## src/rtl/var_name_table.sv

```systemverilog
// Variable name table: collects a null-terminated name byte stream, then looks up or defines a named value.
// Latency: terminator in cycle T -> Ready at T+k+2 (hit at entry k), T+ENTRIES+1 (miss), T+1 (name error).
// Backpressure: Ready low while busy; Start is ignored outside IDLE, NameByte is only accepted in COLLECT.
//
// Ports:
//   Clk, Rst             rising-edge clock, asynchronous active-high reset
//   Start/Define/ValueIn begin an operation; Define and ValueIn are latched when Start is accepted
//   NameByte/NameValid   name stream, 0x00 terminates the name
//   Ready                high in IDLE: results are valid and a new Start may be issued
//   Found/ValueOut       lookup/define hit and lookup result (ValueOut is 0 on miss)
//   Err/Full             empty or over-long name / define miss with no free slot
//   Count                number of valid entries
module var_name_table #(
    parameter int ENTRIES  = 8,
    parameter int NAME_LEN = 8,
    parameter int DATA_W   = 8
) (
    input  logic                           Clk,
    input  logic                           Rst,
    input  logic                           Start,
    input  logic                           Define,
    input  logic [DATA_W-1:0]              ValueIn,
    input  logic [7:0]                     NameByte,
    input  logic                           NameValid,
    output logic                           Ready,
    output logic                           Found,
    output logic [DATA_W-1:0]              ValueOut,
    output logic                           Err,
    output logic                           Full,
    output logic [$clog2(ENTRIES+1)-1:0]   Count
);

    localparam int CW   = $clog2(ENTRIES + 1);
    localparam int EW   = (ENTRIES > 1) ? $clog2(ENTRIES) : 1;
    localparam int IDXW = $clog2(NAME_LEN + 1);
    localparam int BSW  = (NAME_LEN > 1) ? $clog2(NAME_LEN) : 1;

    typedef logic [NAME_LEN-1:0][7:0] name_t;
    typedef enum logic [1:0] {IDLE, COLLECT, SEARCH} state_t;

    state_t              state;
    logic                define_q;
    logic [DATA_W-1:0]   value_q;
    name_t               name_buf;
    logic [IDXW-1:0]     idx;
    logic                ovf;
    logic [EW-1:0]       ent;
    logic [ENTRIES-1:0]  valid;

    // Storage contents are gated by the valid bits and need no reset.
    name_t               names  [ENTRIES];
    logic [DATA_W-1:0]   values [ENTRIES];

    logic                hit;
    logic                last;
    logic                room;
    logic [EW-1:0]       free_idx;
    logic                wr_hit;
    logic                wr_new;

    // Unused name bytes stay 0x00, so a full-width compare distinguishes "AB" from "ABC".
    assign hit  = valid[ent] && (names[ent] == name_buf);
    assign last = (ent == EW'(ENTRIES - 1));
    assign room = (Count < CW'(ENTRIES));

    // Lowest-index invalid slot.
    always_comb begin
        free_idx = '0;
        for (int i = ENTRIES - 1; i >= 0; i--) begin
            if (!valid[i]) begin
                free_idx = EW'(i);
            end
        end
    end

    assign wr_hit = (state == SEARCH) && hit && define_q;
    assign wr_new = (state == SEARCH) && !hit && last && define_q && room;

    assign Ready = (state == IDLE);

    always_ff @(posedge Clk) begin
        if (wr_hit) begin
            values[ent] <= value_q;
        end
        if (wr_new) begin
            names[free_idx]  <= name_buf;
            values[free_idx] <= value_q;
        end
    end

    always_ff @(posedge Clk or posedge Rst) begin
        if (Rst) begin
            state    <= IDLE;
            valid    <= '0;
            Count    <= '0;
            Found    <= 1'b0;
            ValueOut <= '0;
            Err      <= 1'b0;
            Full     <= 1'b0;
            define_q <= 1'b0;
            value_q  <= '0;
            name_buf <= '0;
            idx      <= '0;
            ovf      <= 1'b0;
            ent      <= '0;
        end else begin
            case (state)
                IDLE: begin
                    if (Start) begin
                        define_q <= Define;
                        value_q  <= ValueIn;
                        name_buf <= '0;
                        idx      <= '0;
                        ovf      <= 1'b0;
                        Found    <= 1'b0;
                        ValueOut <= '0;
                        Err      <= 1'b0;
                        Full     <= 1'b0;
                        state    <= COLLECT;
                    end
                end

                COLLECT: begin
                    if (NameValid) begin
                        if (NameByte != 8'h00) begin
                            if (idx < IDXW'(NAME_LEN)) begin
                                name_buf[idx[BSW-1:0]] <= NameByte;
                                idx                    <= idx + 1'b1;
                            end else begin
                                // Keep consuming until the terminator, then report the error.
                                ovf <= 1'b1;
                            end
                        end else if ((idx == '0) || ovf) begin
                            Err   <= 1'b1;
                            state <= IDLE;
                        end else begin
                            ent   <= '0;
                            state <= SEARCH;
                        end
                    end
                end

                SEARCH: begin
                    if (hit) begin
                        Found <= 1'b1;
                        if (!define_q) begin
                            ValueOut <= values[ent];
                        end
                        state <= IDLE;
                    end else if (last) begin
                        // Miss: Found/ValueOut already cleared at Start.
                        if (define_q) begin
                            if (room) begin
                                valid[free_idx] <= 1'b1;
                                Count           <= Count + 1'b1;
                            end else begin
                                Full <= 1'b1;
                            end
                        end
                        state <= IDLE;
                    end else begin
                        ent <= ent + 1'b1;
                    end
                end

                default: state <= IDLE;
            endcase
        end
    end

endmodule

```

## config.mk

```make
export PLATFORM = sky130hd
export DESIGN_NAME = var_name_table
export DESIGN_NICKNAME = d
export VERILOG_FILES = /design/src/rtl/var_name_table.sv
export SDC_FILE = /design/constraint.sdc
export NUM_CORES = 1
export LEC_CHECK = 0
export ABC_AREA = 1
export ABC_CLOCK_PERIOD_IN_PS = 11770
export CAP_MARGIN = 20
export CORE_MARGIN = 5
export CORE_UTILIZATION = 36
export CTS_BUF_LIST = sky130_fd_sc_hd__clkbuf_4
export DETAILED_ROUTE_END_ITERATION = 10
export PLACE_DENSITY = 0.6
export SLEW_MARGIN = 25
export SYNTH_ARGS = -nofsm -noshare
export SYNTH_HDL_FRONTEND = slang
export SYNTH_SLANG_ARGS = --single-unit
```

## constraint.sdc

```tcl
create_clock -name Clk -period 11.77 [get_ports Clk]
set_clock_uncertainty 0.1 [all_clocks]
set_input_delay 1.177 -clock Clk [delete_from_list [all_inputs] [get_ports Clk]]
set_output_delay 1.177 -clock Clk [all_outputs]
set_load 0.005 [all_outputs]
```

==> metrics.yaml, run 1 <==
grt-ovfl-total: 0
layout_commonest_cell: "nand2_1"
ir_worst_vdd_v: 0.000113
hold_class: "reg2reg"
cts_max_level: 4
gp_congestion: 0.835
ant_nets: 0
drc: 0
fmax_mhz: 159
synth-xor-area-share_pct: 0.0884
die_w_um: 297
timing.final.max_slew_violations: 0
fin_crit_ps: 6280
drive_above_1_share_pct: 11.4
clockBufferDepth: 3
final_util_pct: 40.6
powerDensity_nw_per_um2: 203
rows: 105
core-area_um2: 82000
synth-compound-area-share_pct: 4.60
vias: 20600
path_class: "reg2reg"
worstPathRequired_ps: 12270
antenna_found_initial: 3
cts-root-buf: "clkbuf_4"
ys_warn_count: 0
crit_arrival_ps: 6790
synth_top_family_by_area: "simple AND/OR/NAND/NOR gates"
port_buffers: 36
cts_sinks: 682
cts_buffers: 173
wirelength_um: 73900
syn_area_um2: 29700
synth_cell_types: 40
nets: 3043
first_pass_iters: 5
setup_tns_ps: 0
avgSynthCellArea_um2: 10.2
synth_flop_cell: "edfxtp_1"
synth-seq-area-share_pct: 67.1
first_iter_violations: 1615
wire_per_inst_um: 17.4
grt_usage_pct: 16.5
die-height_um: 297
io_pins: 37
ys_seq_elements: 682
status: "complete, no violations"
slew_headroom_pct: 29.2
max_stage_delay_ps: 830
postSynthCellCount: 2905
synth_edf_count: 576
crit_family: "buffers and inverters"
synth_fa_ha_area_share_pct: 0.210
postCtsSetupBuffers: 0
grt_pass1_wl_um: 115000
path_common_cell: "nand2_1"
timing.final.crit_share_pct: 53.4
finalSetupViolCount: 0
synth-simple-area-share_pct: 20.9
dp_hpwl_um: 40400
start_kind: "register"
hold_buffers: 0
p_leak_nw: 13.7
rsz0062_at_grt: "no"
die-area_um2: 88400
grt_max_degree: 144
cp-end-kind: "register"
syn_nets: 2931
start_util_pct: 36.3
totalPowerFinal_mw: 6.76
async_flop_share_pct: 15.5
crit_chain: "buf_4, buf_6, buf_4, nand2_1, nand3_1, nand3_1, nand2_1, nand2_1, nand2_1, nor2_1, nand2_1, nor2_1, nand2_1, nor2_1, nand3_2, nand4_4, nor2_4, buf_4"
hold_viol_final: 0
grt_pass1_vias: 20100
worstMarginPinSlew_ps: 1060
synthMuxAreaShare_pct: 0
cts.clk_slew.worst_paths_ps: 60
worst_path_max_delay_cell: "nor2_4"
cts_tree: "yes"
worst-path-max-fanout: 89
insertion_delay_ps: 1010
path_buf_inv: 4
ctsResizeCount: 0
viasPerCell: 4.86
syn2layout_area_growth_pct: 11.9
cap_viol_max_count: 0
final_cell_mix: "nand2_1, edfxtp_1, inv_1, nor2_1, nand3_1"
cells in the mapped netlist (6+ instances only):
cell type | number | area (um2)
nand2_1 | 823 | 3090
edfxtp_1 | 576 | 17300
inv_1 | 339 | 1270
nor2_1 | 326 | 1220
nand3_1 | 309 | 1550
o21ai_0 | 134 | 671
dfrtp_1 | 106 | 2650
o22ai_1 | 58 | 363
buf_2 | 41 | 205
clkbuf_1 | 33 | 124
buf_6 | 30 | 338
nand4_1 | 17 | 106
o21ai_1 | 17 | 85.1
buf_4 | 14 | 105
o221ai_1 | 12 | 105
o21ai_2 | 8 | 70.1
buf_1 | 6 | 22.5
power by group:
part | switching (mW) | leakage [nW] | total [mW] | internal [mW]
clock network | 0.938 | 1.40 | 2.05 | 1.11
registers | 0.252 | 6.75 | 3.16 | 2.91
logic | 1.11 | 5.55 | 1.56 | 0.444
worst min-delay path, cell delays in order, from the launching register on:
cell and delay (ps):
dfrtp_1 340, nand2_1 70, o21ai_2 50
final cells by class:
class / count / area [um2]
antenna: 4 / 10.0
clock buffer: 283 / 2120
clock inverter: 38 / 190
fill: 8023 / 48700
inverter: 345 / 1310
multi-input combinational: 1752 / 7710
sequential: 682 / 20000
tap: 1070 / 1340
timing repair buffer: 63 / 616
path summary, 6_finish.rpt:
path,from,to,slack (ps),depth (start not counted)
max,ent[0],names[1][59],5490,18
min,ValueOut[1],ValueOut[1],380,2
max reg2reg,ent[0],names[1][59],5490,18
min reg2reg,ValueOut[1],ValueOut[1],380,2
max in group asynchronous,Rst,ent[0],9530,3
min in group asynchronous,Rst,name_buf[61],540,2
registers in the layout, summed over array words and instances (netlist names):
| register | count |
|---|---|
| Count | 4 |
| Err | 1 |
| Found | 1 |
| Full | 1 |
| ValueOut | 8 |
| define_q | 1 |
| ent | 3 |
| idx | 4 |
| name_buf | 64 |
| names | 512 |
| ovf | 1 |
| state | 2 |
| valid | 8 |
| value_q | 8 |
| values | 64 |
cells by family after synthesis:
family / after synthesis
simple gates: 1504
fa+ha+maj: 5
flops: 682
compound gates: 240
xor+xnor: 3
buf+inv: 471
metrics by stage:
stage          worst slack (ps)  std cells  hold WS [ps]  cell area (um2)
6_report                   5490       4237           381            33300
5_1_grt                    4970       4237           421            33300
4_1_cts                    5020       4232           388            33200
3_5_place_dp               5060       3911           373            30900
3_3_place_gp               5120       3910           369            30900
2_1_floorplan              6630       2905           361            29700
per-layer routing:
metal	global-route usage [%]	routed length [um]	share of wire (%)	up-vias
met5	0	20	0.027	-
met3	4.15	5050	6.8	146
met2	27.2	35300	48	677
met1	21.5	31700	43	9785
met4	5.66	1780	2.4	2
li1	-	-	-	9991
(Power assumes the default switching activity.)
==> run 2: changes to the inputs <==
- ABC_CLOCK_PERIOD_IN_PS: 11770 -> 5400
- PLACE_DENSITY: 0.6 -> 0.61
- clock period: 11.77 -> 5.4 ns (I/O delays scaled with it)
==> run 2 against run 1 <==
Clock power rose by 140%. Worst setup slack worse by 4700 ps. Critical path depth unchanged. Non-clock buffer count rose by 39. Die area stayed put. Sequential power up 120%. Combinational power increased by 130%. Global-route usage up 0.55 points. Routed wire length up 3.0%. Critical path type unchanged. Largest cell class unchanged. Largest power group unchanged. Highest routed layer is now met4.
==> metrics.yaml, run 2 (synthesis gave the netlist of run 1 again) <==
drive_above_1_share_pct: 12.4
p_comb_share_pct: 23.2
drc: 0
rows: 105
setup_tns_ps: 0
timing.final.max_slew_violations: 0
syn2layout_area_growth_pct: 14.4
core-area_um2: 82000
cts_buffers: 175
cap_viol_max_count: 0
top_register: "names"
final_cell_mix: "nand2_1, edfxtp_1, inv_1, nor2_1, nand3_1"
first_iter_violations: 1856
largestRegisters: "names (512), name_buf (64), values (64)"
io_pins: 37
reg2reg_depth: 18
cts-root-buf: "clkbuf_4"
gp_congestion: 0.841
wirelength_um: 76100
first_pass_iters: 5
cts_tree: "yes"
slew_headroom_pct: 44.3
setup_slack_ps: 778
dp_hpwl_um: 42500
ir_worst_vdd_v: 0.000482
p_int_mw: 10.1
finalSetupViolCount: 0
crit-reg2reg-launch: "ent[1]"
grt_usage_pct: 17.1
grt-ovfl-total: 0
ant_nets: 0
p_seq_share_pct: 45.1
cts_max_level: 4
die-area_um2: 88400
r2r_end: "values[2][7]"
powerDensity_nw_per_um2: 449
start_kind: "register"
finalNonFillerCells: 4283
p_sw_mw: 5.15
crit_arrival_ps: 5130
wire_per_inst_um: 17.8
nFillCells: 7919
cp-end-kind: "register"
antenna_found_initial: 2
cp-startpoint: "ent[1]"
crit_end: "values[2][7]"
vias: 21000
hold_viol_final: 0
final_util_pct: 41.5
fmax_mhz: 216
clockBufferDepth: 3
start_util_pct: 36.3
fin_crit_ps: 4620
timing.hold.ws_ps: 165
postCtsSetupBuffers: 0
hold_class: "in2reg"
cts_sinks: 682
path_class: "reg2reg"
port_buffers: 36
largest_reg_flops: 512
reg2reg_slack_ps: 780
nets: 3084
worstPathRequired_ps: 5910
p_leak_nw: 14.0
die-height_um: 297
worst-path-max-fanout: 45
rsz0062_at_grt: "no"
power_frac_clock_pct: 31.7
dpl_worst_slack_ps: 835
grt_pass1_wl_um: 118000
timing.final.crit_share_pct: 85.6
placed_cells: 3941
layout_commonest_cell: "nand2_1"
grt_pass1_vias: 20400
grt_max_degree: 112
viasPerCell: 4.90
die_w_um: 297
status: "complete, no violations"
cts.clk_slew.worst_paths_ps: 70
swShare_pct: 33.7
insertion_delay_ps: 1030
worstMarginPinSlew_ps: 833
[run 2: area by class of cell]
| cell class | count | area (um2) | area share (%) |
|---|---|---|---|
| antenna | 3 | 7.51 | 0.0221 |
| tap | 1070 | 1340 | 3.94 |
| sequential | 682 | 20000 | 58.7 |
| multi-input combinational | 1752 | 7710 | 22.7 |
| clock inverter | 42 | 358 | 1.05 |
| clock buffer | 287 | 2150 | 6.33 |
| inverter | 345 | 1310 | 3.85 |
| timing repair buffer | 102 | 1180 | 3.47 |
[run 2: what timing repair did]
action	CTS	global route
gates resized for setup	0	0
hold buffers	10	0
hold endpoints to repair	58	0
setup endpoints to repair	0	0
[run 2: worst max-delay path: stages (launching register included)]
cell	delay (ps)
dfrtp_4	700
inv_4	180
buf_12	270
buf_4	360
nand3_1	110
nand3_1	70
nand2_1	90
clkinv_1	60
nand2_1	60
nand3b_1	150
nor2_1	170
nand2_1	130
nor2_1	220
nand3_2	350
nand3_2	330
nand2_1	80
nand2_1	80
nand2_1	70
nor2_1	570
[run 2: how the worst min path moves through the flow]
stage,to,cells past startpoint,from
detailed placement,ValueOut[0],2,ValueOut[0]
finish,name_buf[56],3,NameByte[0]
CTS,name_buf[56],3,NameByte[0]
floorplan,valid[6],2,valid[6]
global placement,ValueOut[0],2,ValueOut[0]
global route,name_buf[56],3,NameByte[0]
[run 2: per-layer routing]
layer	share of wire (%)	global-route usage, %	vias to the layer above	wire length, um
met2	46	26.6	742	35000
met3	7.0	3.68	135	5360
met4	2.2	5.97	0	1680
met5	0	0	-	0
met1	45	23.9	10000	34000
li1	-	-	10100	-
[run 2: per-stage QoR]
step / power [mW] / instance area [um2]
after floorplan: 9.47 / 29700
after global placement: 10.5 / 31400
after detailed placement: 10.5 / 31400
after CTS: 15.4 / 34000
after global routing: 16.2 / 34000
final: 15.3 / 34000
[run 2: power groups by stage]
| stage | registers [mW] | clock network [mW] | logic, mW |
|---|---|---|---|
| CTS | 6.89 | 4.97 | 3.55 |
| detailed placement | 7.00 | 0 | 3.53 |
| finish | 6.89 | 4.85 | 3.55 |
| global route | 6.96 | 5.26 | 4.00 |
| floorplan | 6.75 | 0 | 2.72 |
| global placement | 6.99 | 0 | 3.50 |
==> run 3: changes to the inputs <==
- SKIP_CTS_REPAIR_TIMING: default -> 1
==> run 3 against run 2 <==
Sequential power barely moved. Routed wire length barely moved. Core utilization did not move. Die area did not move. Critical path type unchanged. Critical endpoint unchanged. Largest cell class unchanged. Largest power group unchanged. Highest routed layer unchanged.
==> metrics.yaml, run 3 (synthesis gave the netlist of run 1 again) <==
dp_hpwl_um: 42500
setup_slack_ps: 782
first_iter_violations: 1928
status: "complete, no violations"
cts.clk_slew.worst_paths_ps: 70
port_buffers: 36
largest_reg_flops: 512
grt_pass1_wl_um: 118000
io_pins: 37
die_w_um: 297
timing.hold.ws_ps: 156
grt_max_degree: 112
final_cell_mix: "nand2_1, edfxtp_1, inv_1, nor2_1, nand3_1"
grt_pass1_vias: 20400
cap_viol_max_count: 0
die-area_um2: 88400
first_pass_iters: 6
nets: 3084
crit_chain: "inv_8, buf_4, nand2_1, nand2_1, nand2_1, nand3_1, nand2_1, nand2_1, nand2_1, nor2_1, nand2_1, nor2_1, nand2_1, nor2_1, nand3_2, nand3_2, nand2_1, nand2_1, nand2_1, nor2_1"
setup_tns_ps: 0
max_stage_delay_ps: 550
antenna_found_initial: 2
crit_arrival_ps: 5120
fin_area_um2: 34000
cts_sinks: 682
timing.final.crit_share_pct: 85.5
hold_end: "name_buf[56]"
ir_worst_vdd_v: 0.000486
grt-ovfl-total: 0
fmax_mhz: 217
powerDensity_nw_per_um2: 449
p_leak_nw: 14.0
reg2reg_slack_ps: 780
finalSetupViolCount: 0
vias: 21000
clockBufferDepth: 3
worst-path-max-fanout: 74
nFillCells: 7922
drc: 0
core-area_um2: 82000
insertion_delay_ps: 1030
r2r_end: "values[2][7]"
path_class: "reg2reg"
path_common_cell: "nand2_1"
top_register: "names"
wire_per_inst_um: 17.8
fin_crit_ps: 4620
hold_class: "in2reg"
cts_buffers: 175
wirelength_um: 76100
cp-end-kind: "register"
cts_max_level: 4
hold_depth: 3
viasPerCell: 4.90
worstMarginPinSlew_ps: 858
rsz0062_at_grt: "no"
gp_congestion: 0.841
start_util_pct: 36.3
dpl_worst_slack_ps: 835
slew_headroom_pct: 42.7
cts_tree: "yes"
crit-reg2reg-launch: "ent[0]"
reg2reg_depth: 20
placed_cell_area_um2: 31400
die-height_um: 297
largestRegisters: "names (512), name_buf (64), values (64)"
rows: 105
layout_commonest_cell: "nand2_1"
ant_nets: 0
hold_viol_final: 0
worst_path_max_delay_cell: "dfrtp_4"
drive_above_1_share_pct: 12.4
syn2layout_area_growth_pct: 14.4
start_kind: "register"
worstHoldStart: "NameByte[0]"
grt_usage_pct: 17.0
worstPathRequired_ps: 5900
final_util_pct: 41.5
cts-root-buf: "clkbuf_4"
timing.final.max_slew_violations: 0
## run 3: worst max path at each step
stage / slack (ps) / cells after the start / startpoint / end
after floorplan: 260 / 19 / ent[0] / names[2][0]
after global placement: 880 / 18 / ent[1] / values[0][1]
after detailed placement: 840 / 19 / ent[0] / values[0][5]
after CTS: 830 / 18 / ent[1] / values[0][6]
after global routing: 410 / 20 / ent[0] / values[1][7]
final: 780 / 20 / ent[0] / values[2][7]
## run 3: cell type report
type / instances / area (um2) / area share [%]
sequential: 682 / 20000 / 58.7
multi-input combinational: 1752 / 7710 / 22.7
clock buffer: 287 / 2150 / 6.33
tap: 1070 / 1340 / 3.94
inverter: 345 / 1310 / 3.85
timing repair buffer: 102 / 1180 / 3.47
clock inverter: 42 / 358 / 1.05
antenna: 3 / 7.51 / 0.0221
## run 3: power breakdown
| part | total (mW) | internal, mW | switching (mW) |
|---|---|---|---|
| Combinational | 3.55 | 1.07 | 2.48 |
| Sequential | 6.89 | 6.34 | 0.551 |
| Clock | 4.85 | 2.73 | 2.11 |
## run 3: per-layer routing
| layer | vias up | GRT usage [%] | wire length [um] |
|---|---|---|---|
| li1 | 10100 | - | - |
| met1 | 10000 | 23.8 | 33600 |
| met2 | 745 | 26.5 | 35300 |
| met3 | 132 | 3.68 | 5540 |
| met4 | 0 | 5.97 | 1680 |
| met5 | - | 0 | 0 |
## run 3: worst max-delay path: cells and delay by family, from the launching register on
family,cells,cell delay [ps]
flops,1,550
simple gates,18,2810
buf+inv,2,700
## run 3: metrics by stage
stage	total power [mW]	std cells
3_3_place_gp	10.5	3941
3_5_place_dp	10.5	3941
4_1_cts	15.4	4270
6_report	15.3	4283
2_1_floorplan	9.47	2905
5_1_grt	16.2	4283
